`config.mk`:
```
export PLATFORM = sky130hd
export DESIGN_NAME = icache_flat
export DESIGN_NICKNAME = d
export VERILOG_FILES = /design/src/rtl/_riscv_defines.sv /design/src/rtl/axi_read_if.sv /design/src/rtl/icache_line_ram.sv /design/src/rtl/icache.sv /design/src/flat_wrapper.sv
export SDC_FILE = /design/constraint.sdc
export NUM_CORES = 2
export LEC_CHECK = 0
export BUFFER_PORTS_ARGS = -buffer_cell sky130_fd_sc_hd__clkbuf_2
export CORE_AREA = 2 2 411 413
export DETAILED_ROUTE_END_ITERATION = 10
export DIE_AREA = 0 0 413 415
export PLACE_DENSITY = 0.78
export SYNTH_ARGS = -nofsm -noshare
export SYNTH_HDL_FRONTEND = slang
export SYNTH_SLANG_ARGS = --single-unit
```
`constraint.sdc`:
```
create_clock -name clk -period 15 [get_ports clk]
set_clock_uncertainty 0.1 [all_clocks]
set_input_delay 3 -clock clk [delete_from_list [all_inputs] [get_ports clk]]
set_output_delay 3 -clock clk [all_outputs]
set_load 0.01 [all_outputs]
```
`src/rtl/_riscv_defines.sv`:
```
// Shared constants for the RISC-V core and its memory-side blocks.
//   ADDR_WIDTH        : byte address width of the instruction bus
//   AXI_RESP_*        : AXI read response codes
//   ICACHE_LINE_WORDS : 32-bit words per instruction cache line
package _riscv_defines;
  localparam int         ADDR_WIDTH        = 32;
  localparam logic [1:0] AXI_RESP_OKAY     = 2'b00;
  localparam logic [1:0] AXI_RESP_EXOKAY   = 2'b01;
  localparam logic [1:0] AXI_RESP_SLVERR   = 2'b10;
  localparam logic [1:0] AXI_RESP_DECERR   = 2'b11;
  localparam int         ICACHE_LINE_WORDS = 4;
endpackage

```
`src/rtl/axi_read_if.sv`:
```
// AXI read-only channel bundle (AR + R) between one master and one slave.
//   master : drives araddr/arvalid/arlen/rready, samples arready/rdata/rvalid/rlast/rresp
//   slave  : the mirror image
// Handshake: a transfer happens on a rising edge where valid and ready are
// both high; the source holds its payload and valid until that edge.
interface axi_read_if;
  import _riscv_defines::*;

  logic [ADDR_WIDTH-1:0] araddr;
  logic                  arvalid;
  logic [7:0]            arlen;
  logic                  arready;
  logic [31:0]           rdata;
  logic                  rvalid;
  logic                  rlast;
  logic [1:0]            rresp;
  logic                  rready;

  modport master (
    output araddr, arvalid, arlen, rready,
    input  arready, rdata, rvalid, rlast, rresp
  );

  modport slave (
    input  araddr, arvalid, arlen, rready,
    output arready, rdata, rvalid, rlast, rresp
  );
endinterface

```
`src/rtl/icache_line_ram.sv`:
```
// Tag and data storage for the instruction cache.
//   clk          : write clock
//   we           : write a full line (tag + all words) at widx
//   widx/wtag    : line index and tag to write
//   wline        : line data to write
//   ridx         : line index to read (combinational read)
//   rtag/rline   : stored tag and data at ridx
// Contents are not reset; the valid bits that qualify them live in the top.
module icache_line_ram #(
  parameter int LINE_NUM   = 16,
  parameter int LINE_WORDS = 4,
  parameter int TAG_W      = 24,
  parameter int IDX_W      = 4
) (
  input  logic                         clk,
  input  logic                         we,
  input  logic [IDX_W-1:0]             widx,
  input  logic [TAG_W-1:0]             wtag,
  input  logic [LINE_WORDS-1:0][31:0]  wline,
  input  logic [IDX_W-1:0]             ridx,
  output logic [TAG_W-1:0]             rtag,
  output logic [LINE_WORDS-1:0][31:0]  rline
);

  logic [TAG_W-1:0]            tag_mem  [LINE_NUM];
  logic [LINE_WORDS-1:0][31:0] data_mem [LINE_NUM];

  always_ff @(posedge clk) begin
    if (we) begin
      tag_mem[widx]  <= wtag;
      data_mem[widx] <= wline;
    end
  end

  assign rtag  = tag_mem[ridx];
  assign rline = data_mem[ridx];

endmodule

```
`src/rtl/icache.sv`:
```
// Direct-mapped read-only instruction cache with an AXI line-refill master.
//   clk, rst_n      : clock, synchronous active-low reset
//   cpu_req_valid   : fetch request; accepted when cpu_req_ready is also high
//   cpu_req_ready   : high only in IDLE and not during a flush pulse
//   cpu_addr        : fetch byte address, bits [1:0] ignored
//   flush           : one-cycle pulse invalidating every line
//   cpu_resp_valid  : one-cycle response pulse (no backpressure)
//   cpu_rdata       : fetched word, valid with cpu_resp_valid
//   cpu_resp_err    : refill saw a non-OKAY rresp on some beat
//   axi_if          : AXI read master port toward instruction memory
// Handshakes: cpu request and every AXI channel transfer on a rising edge
// where valid and ready are both high; the response side has no ready.
module icache
  import _riscv_defines::*;
#(
  parameter int LINE_NUM   = 16,
  parameter int LINE_WORDS = ICACHE_LINE_WORDS
) (
  input  logic                  clk,
  input  logic                  rst_n,
  input  logic                  cpu_req_valid,
  output logic                  cpu_req_ready,
  input  logic [ADDR_WIDTH-1:0] cpu_addr,
  input  logic                  flush,
  output logic                  cpu_resp_valid,
  output logic [31:0]           cpu_rdata,
  output logic                  cpu_resp_err,
  axi_read_if.master            axi_if
);

  localparam int         WOFF_W = $clog2(LINE_WORDS);
  localparam int         IDX_W  = $clog2(LINE_NUM);
  localparam int         TAG_W  = ADDR_WIDTH - 2 - WOFF_W - IDX_W;
  localparam logic [7:0] ARLEN  = 8'(LINE_WORDS - 1);

  typedef enum logic [2:0] {IDLE, LOOKUP, AR, R, FILL} state_t;

  state_t state_q, state_d;

  // Latched word address of the request in flight (byte offset dropped).
  logic [ADDR_WIDTH-3:0]       waddr_q;
  logic [WOFF_W-1:0]           woff;
  logic [IDX_W-1:0]            idx;
  logic [TAG_W-1:0]            tag;

  logic [LINE_NUM-1:0]         valid_q;
  logic                        flush_pend_q;
  logic                        err_q;
  logic [WOFF_W-1:0]           beat_q;
  logic [LINE_WORDS-1:0][31:0] line_buf;

  logic [TAG_W-1:0]            rd_tag;
  logic [LINE_WORDS-1:0][31:0] rd_line;
  logic                        hit;
  logic                        r_fire;
  logic                        unused_addr_bits;

  assign unused_addr_bits = ^cpu_addr[1:0];

  assign woff   = waddr_q[WOFF_W-1:0];
  assign idx    = waddr_q[WOFF_W +: IDX_W];
  assign tag    = waddr_q[ADDR_WIDTH-3 -: TAG_W];
  assign hit    = valid_q[idx] && (rd_tag == tag);
  assign r_fire = axi_if.rvalid && axi_if.rready;

  icache_line_ram #(
    .LINE_NUM   (LINE_NUM),
    .LINE_WORDS (LINE_WORDS),
    .TAG_W      (TAG_W),
    .IDX_W      (IDX_W)
  ) u_line_ram (
    .clk   (clk),
    .we    (state_q == FILL),
    .widx  (idx),
    .wtag  (tag),
    .wline (line_buf),
    .ridx  (idx),
    .rtag  (rd_tag),
    .rline (rd_line)
  );

  always_ff @(posedge clk) begin
    if (!rst_n) state_q <= IDLE;
    else        state_q <= state_d;
  end

  always_comb begin
    state_d        = state_q;
    cpu_req_ready  = 1'b0;
    axi_if.arvalid = 1'b0;
    axi_if.rready  = 1'b0;
    case (state_q)
      IDLE: begin
        cpu_req_ready = !flush;
        if (cpu_req_valid && !flush) state_d = LOOKUP;
      end
      LOOKUP: state_d = hit ? IDLE : AR;
      AR: begin
        axi_if.arvalid = 1'b1;
        if (axi_if.arready) state_d = R;
      end
      R: begin
        axi_if.rready = 1'b1;
        // rlast ends the burst whatever the beat counter says.
        if (axi_if.rvalid && axi_if.rlast) state_d = FILL;
      end
      FILL:    state_d = IDLE;
      default: state_d = IDLE;
    endcase
  end

  // Request address and refill buffer carry no reset value.
  always_ff @(posedge clk) begin
    if (state_q == IDLE && cpu_req_valid && !flush) waddr_q <= cpu_addr[ADDR_WIDTH-1:2];
    if (state_q == R && r_fire) line_buf[beat_q] <= axi_if.rdata;
  end

  always_ff @(posedge clk) begin
    if (!rst_n) begin
      valid_q        <= '0;
      flush_pend_q   <= 1'b0;
      err_q          <= 1'b0;
      beat_q         <= '0;
      cpu_resp_valid <= 1'b0;
      cpu_resp_err   <= 1'b0;
      cpu_rdata      <= '0;
      axi_if.araddr  <= '0;
      axi_if.arlen   <= '0;
    end else begin
      cpu_resp_valid <= 1'b0;
      cpu_resp_err   <= 1'b0;
      case (state_q)
        LOOKUP: begin
          if (hit) begin
            cpu_resp_valid <= 1'b1;
            cpu_rdata      <= rd_line[woff];
          end else begin
            // Held unchanged until the next miss, so stable through the burst.
            axi_if.araddr <= {waddr_q[ADDR_WIDTH-3:WOFF_W], {(WOFF_W+2){1'b0}}};
            axi_if.arlen  <= ARLEN;
          end
        end
        AR: if (axi_if.arready) beat_q <= '0;
        R: begin
          if (r_fire) begin
            beat_q <= beat_q + WOFF_W'(1);
            err_q  <= err_q | (axi_if.rresp != AXI_RESP_OKAY);
          end
        end
        FILL: begin
          valid_q[idx]   <= !err_q;
          cpu_resp_valid <= 1'b1;
          cpu_rdata      <= line_buf[woff];
          cpu_resp_err   <= err_q;
          err_q          <= 1'b0;
        end
        default: ;
      endcase

      // Flush: immediate in IDLE; otherwise deferred to the edge that returns
      // to IDLE, where it overrides the valid bit set by FILL above.
      if (state_q == IDLE) begin
        if (flush) valid_q <= '0;
      end else if (state_d == IDLE) begin
        if (flush || flush_pend_q) valid_q <= '0;
        flush_pend_q <= 1'b0;
      end else if (flush) begin
        flush_pend_q <= 1'b1;
      end
    end
  end

endmodule

```
`src/flat_wrapper.sv`:
```
// flat-port wrapper written by rule: the top's interface ports become plain ports
module icache_flat import _riscv_defines::*;
#(
  parameter int LINE_NUM   = 16,
  parameter int LINE_WORDS = ICACHE_LINE_WORDS
)
  (clk, rst_n, cpu_req_valid, cpu_req_ready, cpu_addr, flush, cpu_resp_valid, cpu_rdata, cpu_resp_err, axi_if_araddr, axi_if_arvalid, axi_if_arlen, axi_if_rready, axi_if_arready, axi_if_rdata, axi_if_rvalid, axi_if_rlast, axi_if_rresp);
  axi_read_if axi_if_i ();
  input  logic clk;
  input  logic rst_n;
  input  logic cpu_req_valid;
  output logic cpu_req_ready;
  input  logic [ADDR_WIDTH-1:0] cpu_addr;
  input  logic flush;
  output logic cpu_resp_valid;
  output logic [31:0] cpu_rdata;
  output logic cpu_resp_err;
  output wire logic [$bits(axi_if_i.araddr)-1:0] axi_if_araddr;
  output wire logic [$bits(axi_if_i.arvalid)-1:0] axi_if_arvalid;
  output wire logic [$bits(axi_if_i.arlen)-1:0] axi_if_arlen;
  output wire logic [$bits(axi_if_i.rready)-1:0] axi_if_rready;
  input wire logic [$bits(axi_if_i.arready)-1:0] axi_if_arready;
  input wire logic [$bits(axi_if_i.rdata)-1:0] axi_if_rdata;
  input wire logic [$bits(axi_if_i.rvalid)-1:0] axi_if_rvalid;
  input wire logic [$bits(axi_if_i.rlast)-1:0] axi_if_rlast;
  input wire logic [$bits(axi_if_i.rresp)-1:0] axi_if_rresp;
  assign axi_if_araddr = axi_if_i.araddr;
  assign axi_if_arvalid = axi_if_i.arvalid;
  assign axi_if_arlen = axi_if_i.arlen;
  assign axi_if_rready = axi_if_i.rready;
  assign axi_if_i.arready = axi_if_arready;
  assign axi_if_i.rdata = axi_if_rdata;
  assign axi_if_i.rvalid = axi_if_rvalid;
  assign axi_if_i.rlast = axi_if_rlast;
  assign axi_if_i.rresp = axi_if_rresp;
  icache #(.LINE_NUM(LINE_NUM), .LINE_WORDS(LINE_WORDS)) u_core (.clk(clk), .rst_n(rst_n), .cpu_req_valid(cpu_req_valid), .cpu_req_ready(cpu_req_ready), .cpu_addr(cpu_addr), .flush(flush), .cpu_resp_valid(cpu_resp_valid), .cpu_rdata(cpu_rdata), .cpu_resp_err(cpu_resp_err), .axi_if(axi_if_i));
endmodule
```
# Word-level counts from Yosys, hierarchy flattened
# Memories as Yosys holds them, arrays and structs flattened. A register that Yosys moved wholly into a read port is not among the register bits.
# Index checks and enable logic that the tools add are counted.
# Widths: inputs -> output; s select.
word_totals:
  ff_bits: 244
  mem_bits_rw: 2432
  elab_cells: 99
  n_memories: 2
op_classes:
  n_addsub: 1
  order_cmp: 5
  n_eq_ne: 8
  n_mux: 40
  bitwise: 3
  reduce_logical: 25
mem_list:
  columns: ["name", "words", "width", "read_ports", "rd_ports_with_merged_regs", "wr", "line_no", "text"]
  rows:
  - ["u_core.u_line_ram.data_mem", 16, 128, 1, 1, 1, "icache_line_ram.sv:26", "logic [LINE_WORDS-1:0][31:0] data_mem [LINE_NUM];"]
  - ["u_core.u_line_ram.tag_mem", 16, 24, 1, 1, 1, "icache_line_ram.sv:25", "logic [TAG_W-1:0] tag_mem [LINE_NUM];"]
ops:
  columns: ["cell", "n"]
  rows:
  - ["$bmux 32 s2", 2]
  - ["$bwmux 128", 1]
  - ["$mux 32", 4]
  - ["$mux 16", 5]
  - ["$demux 32 s2", 1]
  - ["$pmux 32 s2", 1]
  - ["$eq 24x24->1", 1]
  - ["$bwmux 16", 1]
  - ["$pmux 3 s4", 1]
  - ["$mux 1", 11]
  - ["$reduce_and 2->1", 5]
  - ["$reduce_bool 2->1", 5]
  - ["$logic_and 1x1->1", 9]
  - ["$mux 3", 3]
  - ["$mux 4", 2]
  - ["$eq 3x2->1 const B", 2]
  - ["$logic_not 3->1", 2]
  - ["$lt 2x3->1 const B", 2]
  - ["$mux 2", 3]
  - ["$lt 4x5->1 const B", 1]
  - ["$bmux 1 s4", 1]
  - ["$demux 1 s4", 1]
  - ["$ge 4x1->1 const B", 1]
  - ["$ne 2x1->1 const B", 2]
  - ["other kinds (12)", 15]

# Logic depth before layout (Yosys ltp)
logic_depth:
  ltp_word: 9
  mapped_depth: 18

# By module
# From an unflattened synthesis, not the netlist that was laid out.
unflattened:
  hier_cells: 4638
  area_unflattened_um2: 102579.6
modules_own_cells:
  columns: ["module", "instances", "cells_per_inst", "area_per_inst_um2", "seq_area_each_um2"]
  rows:
  - ["icache_line_ram", 1, 3830, 91519.0, 73030.0]
  - ["icache", 1, 808, 11060.6, 6466.2]

# Worst setup path before layout
# Ideal clock, no wire load.
synth_path:
  path_kind: "reg-to-reg"
  from: "register u_core.state_q[1]"
  to: "register u_core.valid_q[8]"
  setup_ns: 0.064
  arrival_ns: 12.958
  setup_slack_ns: 1.878
  stages_incl_launch_ff: 11
  path_buffers: 2
  synth_period_minus_slack_ns: 13.122
  path_cell_list: "dfxtp_1 -> clkbuf_1 -> nor2_1 -> nand2_1 -> clkbuf_1 -> nor2_1 -> nand2_1 -> nor3_1 -> mux2_2 -> nand2_1 -> nor2_1"
synth_via:
  elab_chain_cells: 5
  word_cells_on_any_way: 15
synth_rtl:
  columns: ["item", "line_no", "text"]
  rows:
  - ["from (decl)", "icache.sv:38", "state_t state_q, state_d;"]
  - ["from (signal assigned)", "icache.sv:84", "else state_q <= state_d;"]
  - ["$eq 3x2->1 (tied with other cells)", "icache.sv:92", "case (state_q)"]
  - ["$pmux 3 s4 / $mux 16 (equally long branches)", "icache.sv:92, icache.sv:132", null]
  - ["$logic_not 3->1 / $mux 16 (equally long branches)", "icache.sv:164, icache.sv:165", null]
  - ["$mux 16", "icache.sv:164", "end else if (state_d == IDLE) begin"]
  - ["$mux 16 *", "icache.sv:162", "if (state_q == IDLE) begin"]
  - ["to (signal, indexed assignment)", "icache.sv:151", "valid_q[idx] <= !err_q;"]
  - ["to (decl)", "icache.sv:46", "logic [LINE_NUM-1:0] valid_q;"]
# Every way passes the cells marked *; elsewhere a longest branch is shown, timed or not.
# A chain may end at the register's enable or synchronous reset.

# Worst setup path in the final report
layout_path:
  from: "input flush"
  to: "output cpu_req_ready"
layout_via:
  elab_chain_cells: 2
layout_rtl:
  columns: ["item", "line_no", "text"]
  rows:
  - ["from (decl)", "flat_wrapper.sv:14", "input logic flush;"]
  - ["$logic_not 1->1", "icache.sv:94", "cpu_req_ready = !flush;"]
  - ["$mux 1", "icache.sv:92", null]
  - ["to (decl)", "flat_wrapper.sv:12", "output logic cpu_req_ready;"]
# Every way passes these cells.

==> flow_metrics.env <==
export IMPL_postLayoutCoreUtil=0.690
export IMPL_internal_power_mw=12.4
export IMPL_viasPerCell=7.12
export IMPL_min_path_type="flip-flop to flip-flop"
export IMPL_critPathKind="input port to primary output"
export IMPL_ant_nets=0
export IMPL_period_minus_slack_ns=6.86
export IMPL_synth_area_mux_share=0.171
export IMPL_crit_fanout=4
export IMPL_overflow=0
export IMPL_critPathTopFamily="simple AND/OR/NAND/NOR gates"
export IMPL_setup_tns_ns=0
export IMPL_grt_pass1_wl_um=373000
export IMPL_p_leak_nw=36.5
export IMPL_initial_core_util=0.618
export IMPL_synth_area_mm2=0.103
export IMPL_ys_flop_type="edfxtp_1"
export IMPL_hold_violations=0
export IMPL_yosys_register_bits=2680
export IMPL_drive_gt1_frac=0.268
export IMPL_avgRoutedWirePerCell_um=35.5
export IMPL_cts_path_max_buffers=4
export IMPL_p_clk_frac=0.428
export IMPL_slew_headroom=0.146
export IMPL_antenna_found_initial=15
export IMPL_final_setup_viol_count=0
export IMPL_status="finished clean"
export IMPL_die_h_um=415
export IMPL_area_growth_pct=11.7
export IMPL_start_kind="input port"
export IMPL_nNetsFinal=4994
export IMPL_cts_sinks=2680
export IMPL_ys_types=75
export IMPL_seqPwrFrac=0.520
export IMPL_ys_async_sr_fraction=0
export IMPL_drt_iter0_markers=8145
export IMPL_gp_congestion=0.817
export IMPL_grt_usage=0.305
export IMPL_cts_buffers=280
export IMPL_crit_path_frequent_cell="clkbuf_2"
export IMPL_htree_levels=5
export IMPL_grt_pass1_vias=53000
export IMPL_synth_edf_count=2590
export IMPL_switching_power_mw=3.25
export IMPL_synthCells=4652
export IMPL_cts_hold_buf=0
export IMPL_ys_seq_area_frac=0.773
export IMPL_maxCapViolCount=0
export IMPL_cp_num_buf_inv=2
export IMPL_routed_wl_um=260000
export IMPL_fp_dieArea_mm2=0.171
export IMPL_cp_slowest_cell="nor4_1"
export IMPL_clockRootBuffer="clkbuf_16"
export IMPL_synthXorXnorAreaFrac=0.00111
export IMPL_fmax_ghz=0.146
export IMPL_cts_resized_gates=0
export IMPL_dp_hpwl_um=119000
export IMPL_combPwrFrac=0.052
export IMPL_synthAdderAreaFrac=0.000486
export IMPL_endpoint_kind="primary output"
export IMPL_coreArea_mm2=0.167
export IMPL_post_route_period_util=0.457
export IMPL_ys_warnings_count=0
export IMPL_num_vias=52200
export IMPL_grt_max_degree=132
export IMPL_power_density_mw_per_mm2=136
export IMPL_vdd_drop_max_mv=0.112
export IMPL_portBuffers=137
export IMPL_std_cell_rows=150
export IMPL_synth_compound_area_share=0.0205
export IMPL_rsz0062_at_grt="no"
export IMPL_path_cells="clkbuf_2 > nor4_1 > clkbuf_2"
export IMPL_ios=150
export IMPL_chipWidth_um=413
export IMPL_cts_tree="yes"
export IMPL_clk_pin_slew_ns=0.05
export IMPL_clkLatencyLatePin_ns=0.94
export IMPL_drc_errors=0
export IMPL_synth_simple_area_share=0.0210
export IMPL_cp_required_ns=11.90
export IMPL_finalMaxSlewViolations=0
export IMPL_post_cts_buffers=0
export IMPL_drtPass1Iterations=6
export IMPL_netSwitchingFraction=0.207
export IMPL_synth_top_family_by_area="multiplexers"
export IMPL_slowest_delay_ns=0.39
export IMPL_tightestPinTransition_ns=1.28
export IMPL_cp_arrival_ns=3.76
export IMPL_syn_area_per_cell_um2=22.1
==> final cells by class <==
type,instances,area [µm²]
Sequential cell,2680,79600
Clock buffer,357,7540
Antenna cell,5,12.5
Clock inverter,127,1200
Inverter,17,71.3
Multi-Input combinational cell,1697,22200
Fill cell,9560,51600
Timing Repair Buffer,241,1630
Tap cell,2204,2760
==> final timing paths <==
kind,startpoint,cells after the start,slack [ns],endpoint
setup / recovery,flush,3,8.14,cpu_req_ready
setup reg to reg,flip-flop,12,8.82,u_core.cpu_rdata[0]
hold / removal,u_core.axi_if.araddr[22],2,0.36,u_core.axi_if.araddr[22]
hold reg to reg,u_core.axi_if.araddr[22],2,0.36,u_core.axi_if.araddr[22]
==> tightest hold or removal path, cell delays in order, from the launching register on <==
cell     delay [ns]
dfxtp_1        0.30
nand2_1        0.05
mux2i_1        0.05
==> synth_stat cells, types with 21 or more instances <==
cell type / instances / area (µm²)
edfxtp_1: 2590 / 77800
mux4_2: 676 / 15200
mux2i_1: 204 / 2040
nand2_1: 195 / 732
buf_2: 107 / 536
dfxtp_1: 90 / 1800
clkbuf_1: 85 / 319
nor2_1: 71 / 267
o21ai_0: 57 / 285
nand3_1: 51 / 255
buf_4: 43 / 323
a21oi_1: 41 / 205
nor3_1: 39 / 195
o22ai_1: 31 / 194
buf_1: 30 / 113
mux2_2: 30 / 338
a22oi_1: 23 / 173
a211oi_1: 22 / 165
a31oi_1: 21 / 131
==> flip-flops by register name, indices dropped and copies added (netlist names), named ones only <==
| signal | cells |
|---|---|
| u_core.u_line_ram.data_mem | 2048 |
| u_core.u_line_ram.tag_mem | 384 |
| u_core.line_buf | 128 |
| u_core.cpu_rdata | 32 |
| u_core.waddr_q | 30 |
| u_core.axi_if.araddr | 28 |
| u_core.valid_q | 16 |
| u_core.state_q | 3 |
| u_core.beat_q | 2 |
| u_core.axi_if.arlen | 1 |
| u_core.cpu_resp_err | 1 |
| u_core.cpu_resp_valid | 1 |
| u_core.err_q | 1 |
| u_core.flush_pend_q | 1 |
==> per-stage QoR <==
stage	area [µm²]	power [mW]	worst slack [ns]	std cells	hold slack, ns
floorplan	103000	8.89	1.88	4661	0.358
global placement	106000	9.09	8.20	6839	0.341
detailed placement	106000	9.10	8.18	6839	0.348
CTS	115000	15.7	8.17	7323	0.357
global route	115000	16.0	8.12	7326	0.375
finish	115000	15.7	8.14	7328	0.356
==> placed cells by master (no fill, tap or decap), types with 10 or more instances in the layout <==
cell,instances
buf_4,92
nand3_1,51
mux2_2,30
a21oi_1,40
buf_12,13
nor2_1,57
dfxtp_1,86
nand2b_1,12
nor2b_1,16
inv_1,14
clkinv_2,42
a32oi_1,20
clkbuf_1,60
o21ai_0,57
clkbuf_8,10
o22ai_1,31
clkinv_1,49
mux4_2,676
nor2_4,13
a22oi_1,23
a211oi_1,22
o221ai_1,13
clkbuf_16,287
nand2_1,194
a31oi_1,21
conb_1,10
clkbuf_2,136
nor3_1,34
bufinv_16,23
edfxtp_1,2590
mux2i_1,204
o211ai_1,10
==> cells by family (layout without fill, tap and decap cells) <==
kind of cell,count (synthesis),count (layout)
AOI/OAI and AO/OA,307,307
xor gates and xnor gates,13,13
adders and majority gates,4,4
buffers and inverters,284,742
DFF,2680,2680
muxes,910,910
other,1,15
and+or+nand+nor,453,453
==> routing by layer <==
layer  routed length, µm  global-route usage  vias up  part of all wire
met2              126000               0.478     4124              0.49
met3               30500              0.0712      716              0.12
met5                 131                   0        -           0.00050
met1               92800               0.425    27200              0.36
li1                    -                   -    20100                 -
met4               10300               0.117       20             0.040
==> power groups by stage <==
| stage | Clock [mW] | Combinational, mW | Sequential (mW) |
|---|---|---|---|
| after floorplan | 0 | 0.598 | 8.29 |
| after global placement | 0 | 0.778 | 8.31 |
| final | 6.71 | 0.809 | 8.15 |
| after detailed placement | 0 | 0.789 | 8.31 |
| after CTS | 6.76 | 0.809 | 8.15 |
| after global routing | 7.03 | 0.851 | 8.15 |
(Power assumes the default switching activity.)
